<file path="src/rtl/game_flow_controller.sv">
// Snake game sequencer: idle/play/pause/over FSM, one-cycle game reset, move-tick timer and level.
// Define GFC_SPEEDUP_EN to shorten the move-tick period as apples are eaten.
module game_flow_controller #(
  parameter int TICK_BASE   = 1200000,
  parameter int TICK_STEP   = 100000,
  parameter int TICK_MIN    = 400000,
  parameter int LEVEL_SCORE = 5,
  parameter int CNT_W       = 24
) (
  input  logic       clk,
  input  logic       rst,
  input  logic       start_pb,
  input  logic       pause_pb,
  input  logic       good_coll,
  input  logic       bad_coll,
  input  logic       game_complete,
  output logic [1:0] state,
  output logic       sync_reset,
  output logic       move_tick,
  output logic       play_en,
  output logic       game_over,
  output logic [3:0] level
);

  localparam logic [1:0] S_IDLE  = 2'd0;
  localparam logic [1:0] S_PLAY  = 2'd1;
  localparam logic [1:0] S_PAUSE = 2'd2;
  localparam logic [1:0] S_OVER  = 2'd3;
  localparam int PW = CNT_W + 4;

  logic [1:0]       r_start_sync;
  logic [1:0]       r_pause_sync;
  logic             r_start_prev;
  logic             r_pause_prev;
  logic             w_start_p;
  logic             w_pause_p;
  logic [1:0]       r_state;
  logic [1:0]       w_next;
  logic             r_sync_reset;
  logic             r_move_tick;
  logic             r_play_en;
  logic             r_game_over;
  logic [CNT_W-1:0] r_cnt;
  logic [3:0]       w_level;
  logic [PW-1:0]    w_dec;
  logic [PW-1:0]    w_period;
  logic             w_term;

  // Buttons: two-flop synchronizer, then a registered previous value for edge detection
  always_ff @(posedge clk or posedge rst) begin
    if (rst) begin
      r_start_sync <= 2'b00;
      r_pause_sync <= 2'b00;
      r_start_prev <= 1'b0;
      r_pause_prev <= 1'b0;
    end else begin
      r_start_sync <= {r_start_sync[0], start_pb};
      r_pause_sync <= {r_pause_sync[0], pause_pb};
      r_start_prev <= r_start_sync[1];
      r_pause_prev <= r_pause_sync[1];
    end
  end

  assign w_start_p = r_start_sync[1] & ~r_start_prev;
  assign w_pause_p = r_pause_sync[1] & ~r_pause_prev;

  always_comb begin
    w_next = r_state;
    case (r_state)
      S_IDLE:  if (w_start_p) w_next = S_PLAY;
      S_PLAY: begin
        if (bad_coll || game_complete) w_next = S_OVER;
        else if (w_pause_p)            w_next = S_PAUSE;
      end
      S_PAUSE: if (w_pause_p || w_start_p) w_next = S_PLAY;
      default: if (w_start_p) w_next = S_IDLE;
    endcase
  end

  // Decodes are registered from the next state so they line up with the state register
  always_ff @(posedge clk or posedge rst) begin
    if (rst) begin
      r_state      <= S_IDLE;
      r_sync_reset <= 1'b0;
      r_play_en    <= 1'b0;
      r_game_over  <= 1'b0;
    end else begin
      r_state      <= w_next;
      r_sync_reset <= (r_state == S_IDLE) && (w_next == S_PLAY);
      r_play_en    <= (w_next == S_PLAY);
      r_game_over  <= (w_next == S_OVER);
    end
  end

`ifdef GFC_SPEEDUP_EN
  localparam int AW = (LEVEL_SCORE > 1) ? $clog2(LEVEL_SCORE) : 1;

  logic [AW-1:0] r_apple;
  logic [3:0]    r_level;
  logic          w_apple_inc;

  // A fatal collision in the same cycle wins over the apple
  assign w_apple_inc = good_coll && !bad_coll && (r_state == S_PLAY);

  always_ff @(posedge clk or posedge rst) begin
    if (rst) begin
      r_apple <= '0;
      r_level <= 4'd0;
    end else if ((r_state == S_OVER) && w_start_p) begin
      r_apple <= '0;
      r_level <= 4'd0;
    end else if (w_apple_inc) begin
      if (r_apple == AW'(LEVEL_SCORE - 1)) begin
        r_apple <= '0;
        if (r_level != 4'hF) r_level <= r_level + 4'd1;
      end else begin
        r_apple <= r_apple + AW'(1);
      end
    end
  end

  assign w_level = r_level;
`else
  logic w_unused_cfg;

  // Apple count only matters when the speedup is built in
  assign w_unused_cfg = (LEVEL_SCORE > 0);
  assign w_level      = 4'd0;
`endif

  // max(TICK_BASE - level*TICK_STEP, TICK_MIN) without going below zero
  assign w_dec    = PW'(w_level) * PW'(TICK_STEP);
  assign w_period = ((w_dec + PW'(TICK_MIN)) >= PW'(TICK_BASE)) ? PW'(TICK_MIN)
                                                                 : (PW'(TICK_BASE) - w_dec);
  assign w_term   = ({4'd0, r_cnt} >= (w_period - PW'(1)));

  always_ff @(posedge clk or posedge rst) begin
    if (rst) begin
      r_cnt       <= '0;
      r_move_tick <= 1'b0;
    end else begin
      r_move_tick <= 1'b0;
      if ((r_state == S_PLAY) && (w_next == S_PLAY)) begin
        if (w_term) begin
          r_cnt       <= '0;
          r_move_tick <= 1'b1;
        end else begin
          r_cnt <= r_cnt + CNT_W'(1);
        end
      end else if ((r_state == S_PLAY) && (w_next == S_PAUSE)) begin
        // A due tick is held over and fires on the first cycle after resume
        if (!w_term) r_cnt <= r_cnt + CNT_W'(1);
      end else if (r_state != S_PAUSE) begin
        r_cnt <= '0;
      end
    end
  end

  assign state      = r_state;
  assign sync_reset = r_sync_reset;
  assign move_tick  = r_move_tick;
  assign play_en    = r_play_en;
  assign game_over  = r_game_over;
  assign level      = w_level;

endmodule
</file>
<file path="config.mk">
export PLATFORM = sky130hd
export DESIGN_NAME = game_flow_controller
export DESIGN_NICKNAME = d
export VERILOG_FILES = /design/src/rtl/game_flow_controller.sv
export SDC_FILE = /design/constraint.sdc
export NUM_CORES = 1
export LEC_CHECK = 0
export CAP_MARGIN = 30
export CORE_ASPECT_RATIO = 2
export CORE_MARGIN = 2
export CORE_UTILIZATION = 63
export CTS_BUF_LIST = sky130_fd_sc_hd__clkbuf_2 sky130_fd_sc_hd__clkbuf_4 sky130_fd_sc_hd__clkbuf_8
export CTS_CLUSTER_SIZE = 8
export DETAILED_ROUTE_END_ITERATION = 6
export GPL_ROUTABILITY_DRIVEN = 0
export PLACE_DENSITY = 0.87
export SYNTH_ARGS = -nofsm -noshare
export SYNTH_HDL_FRONTEND = slang
export SYNTH_SLANG_ARGS = --single-unit
</file>
<file path="constraint.sdc">
create_clock -name clk -period 3.64 [get_ports clk]
set_input_delay 1.092 -clock clk [delete_from_list [all_inputs] [get_ports clk]]
set_output_delay 1.092 -clock clk [all_outputs]
set_load 0.02 [all_outputs]
</file>
==> metrics.cfg, run 1 <==
[outcome]
outcome = complete, no violations

[cells_and_area]
postLayoutCellArea_sq_mm = 0.00197
regArea_sq_um = 901
nets = 202
syn2layout_area_growth_pct = 10.4
final_cells = 224
diodes = 0
fillers = 197
multi_input_area_sq_um = 779
drive_gt1_share_pct = 8.72

[floorplan]
initial_utilization_pct = 65.3
num_rows = 27
die_y_um = 79.3
die-area_sq_mm = 0.00330
die_x_um = 41.7
coreArea_sq_mm = 0.00274
ios = 17

[detailed_routing]
wl_mm = 3.69
drtAntennaViolNets = 0
avgViaCountPerCell = 6.45
drc = 0
dr.pass1.iters = 4
drt_iter0_markers = 39
wire_per_inst_um = 16.5
num_vias = 1445

[clocking]
ctsHoldBuffers = 0
clk-insertion-delay-late_ns = 0.28
post-cts-setup-buffers = 0
numCtsBuffers = 5
clockRootBuffer = clkbuf_8
cts_buffer_depth = 2
postCtsResizedCells = 0
clock-sinks = 36
clkTransAtPathRegs_ns = 0.07
cts_tree = yes
h-tree-depth = 2

[timing]
fin_crit_ns = 3.03
rsz0062_at_grt = false
finalHoldViolations = 0
setup_violations = 0
fin_hold_ws_ns = 0.367
period_share_pct = 83.1
finalMaxSlewViolations = 0
fin_skew_ns = 0.00312
max_slew_margin_pct = 55.4
worstMarginPinSlew_ns = 0.668
fin_setup_tns_ns = 0
max_freq_mhz = 331

[pwr]
peakVddDrop_mv = 0.506
leakage_nw = 0.832
finalPower_mw = 0.957
p_per_area_mw_per_mm2 = 485

[hold_path]
hold_path_startpoint = r_start_sync[0]$_DFF_PP0_
hold_path.class = flip-flop to flip-flop

[setup_path]
r2r-start = r_cnt[18]$_DFFE_PP0P_
setup.worst_path.class = primary input to flip-flop
critical_path.startpoint_type = primary input
cp_cell_sequence = clkdlybuf4s50_1, nor4b_1, buf_4, o2111ai_1, and2_1, or4_1, nand2_1
crit_path_end_kind = flip-flop
max_stage_delay_ns = 0.59
cp-startpoint = game_complete
crit_arrival_ns = 3.25
critPathSlowestCell = or4_1
cp_max_fo = 19
required_ns = 3.86

[placement]
dp.cells = 216
io_buffers = 11
place_area_sq_mm = 0.00186
dp_hpwl_mm = 2.61

[yosys]
muxShareOfSynthArea_pct = 0
ys_ff_latch = 36
async_flop_share_pct = 100
netlist_area_sq_mm = 0.00179
synth_top_flop_cell = dfrtp_1
yosysWarnings = 0
yosysUniqueCellTypes = 42
syn_area_per_cell_sq_um = 9.71
synth_top_area_share_pct = 50.4
syn_inst = 184
yosys.area_share.simple_pct = 26.2
synth-xor-area-share_pct = 0
yosysMostFrequentCell = dfrtp_1
synth_top_family_by_area = simple AND/OR/NAND/NOR gates
synthTopCellsByArea = dfrtp_1, a21oi_1, nand2_1
synth_commonest_cells = dfrtp_1, nand2_1, a21oi_1, or3_1, o21ai_0
yosysTopAreaCell = dfrtp_1
synth.yosys.seq_area_share_pct = 50.4
synthAdderAreaFrac_pct = 0.700
synth-edff-count = 0
synth_compound_area_share_pct = 15.9

[grt]
grt_use_total_pct = 24.4
antenna_found_initial = 0
grt_pass1_wl_mm = 6.09
grt_max_degree = 40
grt_overflow = 0
grt_pass1_vias = 1427

[job]
cap_violations = 0

-- where the power goes --
part           leakage (nW)  switching, mW  internal (mW)
Clock                0.0586          0.134          0.210
Combinational         0.293          0.112         0.0582
Sequential            0.480         0.0217          0.420
Total                 0.832          0.268          0.689
-- cell families after synthesis --
| family | Yosys count |
|---|---|
| buf+inv | 18 |
| compound gates | 46 |
| flops | 36 |
| simple gates | 82 |
| other cells | 1 |
| fa+ha+maj | 1 |
-- path summary, 6_finish.rpt --
kind,to,slack [ns],cells after the start
max,r_cnt[18]$_DFFE_PP0P_,0.61,7
min,r_start_sync[1]$_DFF_PP0_,0.37,0
max reg2reg,r_cnt[6]$_DFFE_PP0P_,0.80,6
min reg2reg,r_start_sync[1]$_DFF_PP0_,0.37,0
max in group asynchronous,r_cnt[17]$_DFFE_PP0P_,1.74,3
min in group asynchronous,r_pause_sync[0]$_DFF_PP0_,1.21,2
-- through the flow --
| stage | util [%] | setup slack (ns) |
|---|---|---|
| after floorplan | - | 0.891 |
| after global placement | 68.0 | 0.407 |
| after detailed placement | 68.0 | 0.333 |
| after CTS | 72.1 | 0.603 |
| after global routing | 72.1 | 0.484 |
| final | 72.1 | 0.615 |
-- area by class of cell --
cell class | instances | share of cell area (%)
clock buffers | 6 | 3.87
multi-input cells | 133 | 39.5
flip-flops and latches | 36 | 45.7
clock inverters | 2 | 1.78
well taps | 29 | 1.84
inverters | 5 | 0.952
repair buffers | 13 | 6.35
-- cell usage in the layout, fill, tap and decap left out, types with 5 or more instances in the layout --
| master | n |
|---|---|
| dfrtp_1 | 36 |
| clkbuf_8 | 5 |
| clkdlybuf4s50_1 | 11 |
| or3_1 | 12 |
| nor2_1 | 5 |
| o21ai_0 | 11 |
| nand2_1 | 20 |
| inv_1 | 5 |
| a21oi_1 | 16 |
| o211ai_1 | 5 |
| and2_1 | 5 |
| or4_1 | 5 |
| nand4_1 | 5 |
| nand3_1 | 8 |
-- critical path: cells and delay by family --
kind	cells	cell delay [ns]
buf+inv	2	0.60
simple gates	4	1.41
compound gates	1	0.14
-- registers in the layout, indices dropped and copies added, names as in the netlist --
name and cells:
game_over 1, move_tick 1, play_en 1, r_cnt 24, r_pause_prev 1, r_pause_sync 2
r_start_prev 1, r_start_sync 2, state 2, sync_reset 1
-- per-layer routing --
| metal | vias up | global-route usage, % | share of wire [%] | routed length (um) |
|---|---|---|---|---|
| met3 | 18 | 5.00 | 3.3 | 120 |
| met1 | 696 | 23.8 | 36 | 1320 |
| li1 | 684 | - | - | - |
| met4 | 0 | 16.1 | 4.3 | 157 |
| met2 | 47 | 44.4 | 57 | 2090 |
| met5 | - | 0 | 0 | 0 |
No activity file was read; power rests on OpenSTA's default activity.
==> inputs of run 2 (changes only) <==
Settings changed: CORE_UTILIZATION 63 to 59, PLACE_DENSITY 0.87 to 0.82.
Clock period 3.64 ns to 3 ns, I/O delays scaled along.
==> run 2 against run 1 <==
Effect of this change: register-to-register slack got worse by 0.54 ns; first-iteration DRC count increased by 7.7%; highest routed layer unchanged; sequential power up 21%; power rose by 25%; design area grew 1.6%; global-route usage rose by 0.92 points; final cell count rose by 2.2%; die area increased by 6.3%; via count grew 2.1%; wire length is 3.2% higher; worst hold slack worse by 0.018 ns; sequential cell count stayed put.
==> metrics.cfg, run 2 (synthesis gave the netlist of run 1 again) <==
[outcome]
outcome = complete, no violations  ; unchanged

[timing]
fin_setup_tns_ns = 0  ; unchanged
rsz0062_at_grt = false  ; unchanged
finalHoldViolations = 0  ; unchanged
fin_hold_ws_ns = 0.348  ; was 0.367 ns
period_share_pct = 91.3
max_freq_mhz = 365
worstMarginPinSlew_ns = 0.571  ; was 0.668 ns
max_slew_margin_pct = 61.6  ; was 55.4%
fin_skew_ns = 0.00719  ; was 0.00312 ns
finalMaxSlewViolations = 0  ; unchanged
setup_violations = 0  ; unchanged
fin_crit_ns = 2.74

[setup_path]
rrSetupSlack_ns = 0.26  ; was 0.80 ns
setup.worst_path.class = flip-flop to flip-flop  ; was primary input to flip-flop
r2r-start = r_cnt[18]$_DFFE_PP0P_  ; unchanged
endpoint = r_cnt[6]$_DFFE_PP0P_  ; was r_cnt[18]$_DFFE_PP0P_
crit_arrival_ns = 2.91  ; was 3.25 ns
cp_max_fo = 12  ; was 19
required_ns = 3.18  ; was 3.86 ns
ff2ff_path_depth = 7  ; was 6
critical_path.startpoint_type = flip-flop  ; was primary input
cp-startpoint = r_cnt[18]$_DFFE_PP0P_  ; was game_complete
r2r-end = r_cnt[6]$_DFFE_PP0P_  ; unchanged
crit_path_end_kind = flip-flop  ; unchanged

[grt]
grt_use_total_pct = 25.3  ; was 24.4%
grt_pass1_wl_mm = 6.53  ; was 6.09 mm
grt_overflow = 0  ; unchanged
grt_max_degree = 40  ; unchanged
antenna_found_initial = 0  ; unchanged
grt_pass1_vias = 1492  ; was 1,427

[clocking]
cts_tree = yes  ; unchanged
ctsHoldBuffers = 0  ; unchanged
h-tree-depth = 2  ; unchanged
numCtsBuffers = 5  ; unchanged
clkTransAtPathRegs_ns = 0.07  ; about the same
clockRootBuffer = clkbuf_8  ; unchanged
clk-insertion-delay-late_ns = 0.29  ; was 0.28 ns
postCtsResizedCells = 0  ; unchanged
cts_buffer_depth = 2  ; unchanged
clock-sinks = 36  ; unchanged
post-cts-setup-buffers = 0  ; unchanged

[pwr]
leakage_nw = 0.849  ; was 0.832 nW
p_per_area_mw_per_mm2 = 596  ; was 485 mW/mm^2
peakVddDrop_mv = 0.423  ; was 0.506 mV

[placement]
dp.cells = 221  ; was 216
io_buffers = 11  ; unchanged
dp_hpwl_mm = 2.69  ; was 2.61 mm

[hold_path]
hold_path.class = flip-flop to flip-flop  ; unchanged

[detailed_routing]
drt_iter0_markers = 42  ; was 39
dr.pass1.iters = 5  ; was 4
wl_mm = 3.81  ; was 3.69 mm
wire_per_inst_um = 16.6  ; was 16.5 um
drc = 0  ; unchanged
drtAntennaViolNets = 0  ; unchanged
num_vias = 1476  ; was 1,445
avgViaCountPerCell = 6.45  ; about the same

[cells_and_area]
mostFrequentLayoutCells = dfrtp_1, nand2_1, a21oi_1, or3_1  ; unchanged
final_cells = 229  ; was 224
drive_gt1_share_pct = 10.6  ; was 8.72%
largest_reg_flops = 24  ; unchanged
diodes = 0  ; unchanged
max_flop_register = r_cnt  ; unchanged
syn2layout_area_growth_pct = 12.1  ; was 10.4%
final_common_cell = dfrtp_1  ; unchanged
nets = 206  ; was 202

[floorplan]
die-area_sq_mm = 0.00351  ; was 0.00330 sq mm
die_x_um = 42.9  ; was 41.7 um
ios = 17  ; unchanged
die_y_um = 81.8  ; was 79.3 um
initial_utilization_pct = 61.4  ; was 65.3%
coreArea_sq_mm = 0.00291  ; was 0.00274 sq mm
num_rows = 28  ; was 27

[job]
cap_violations = 0  ; unchanged

## run 2: changes by cell type in the layout (fill, tap and decap cells not counted), sizes merged
cell / before / now
buf: 2 / 6
## run 2: where the power goes
group          internal [mW]  switching [mW]  leakage, nW
clock                  0.255           0.171       0.0586
combinational         0.0902           0.142        0.311
sequential             0.510          0.0260        0.480
total                  0.855           0.339        0.849
## run 2: worst min-delay path by stage
stage	from	end	depth (start not counted)
final	r_start_sync[0]$_DFF_PP0_	r_start_sync[1]$_DFF_PP0_	0
after global routing	r_start_sync[0]$_DFF_PP0_	r_start_sync[1]$_DFF_PP0_	0
after CTS	r_start_sync[0]$_DFF_PP0_	r_start_sync[1]$_DFF_PP0_	0
after detailed placement	r_start_sync[0]$_DFF_PP0_	r_start_sync[1]$_DFF_PP0_	0
after global placement	r_start_sync[0]$_DFF_PP0_	r_start_sync[1]$_DFF_PP0_	0
after floorplan	r_pause_sync[0]$_DFF_PP0_	r_pause_sync[1]$_DFF_PP0_	0
## run 2: critical path: stages, from the launching register on
cell and delay (ns):
dfrtp_1 0.45, or4_4 0.54, or4_4 0.55, o2111ai_1 0.24
and2_1 0.43, buf_4 0.21, nor4_1 0.05, o21bai_1 0.16
## run 2: through the flow
step                power [mW]  area [sq um]  setup slack [ns]  utilization, %
floorplan                0.705          1800             0.443               -
global placement         0.769          1890            0.0920            65.1
detailed placement       0.776          1890            0.0119            65.1
CTS                       1.20          2000             0.252            68.9
global route              1.25          2000             0.135            68.9
finish                    1.19          2000             0.262            68.9
## run 2: final cells by class
class | instances | area (sq um)
clock buffers | 6 | 76.3
clock inverters | 2 | 35.0
fillers | 217 | 905
inverters | 5 | 18.8
multi-input cells | 133 | 779
flip-flops and latches | 36 | 901
well taps | 30 | 37.5
repair buffers | 17 | 155
## run 2: routing by layer
layer,global-route usage [%],share of wire (%),vias to the layer above
li1,-,-,688
met1,26.3,38,722
met2,43.5,55,54
met3,6.15,3.8,12
met4,17.5,3.5,0
met5,0,0,-
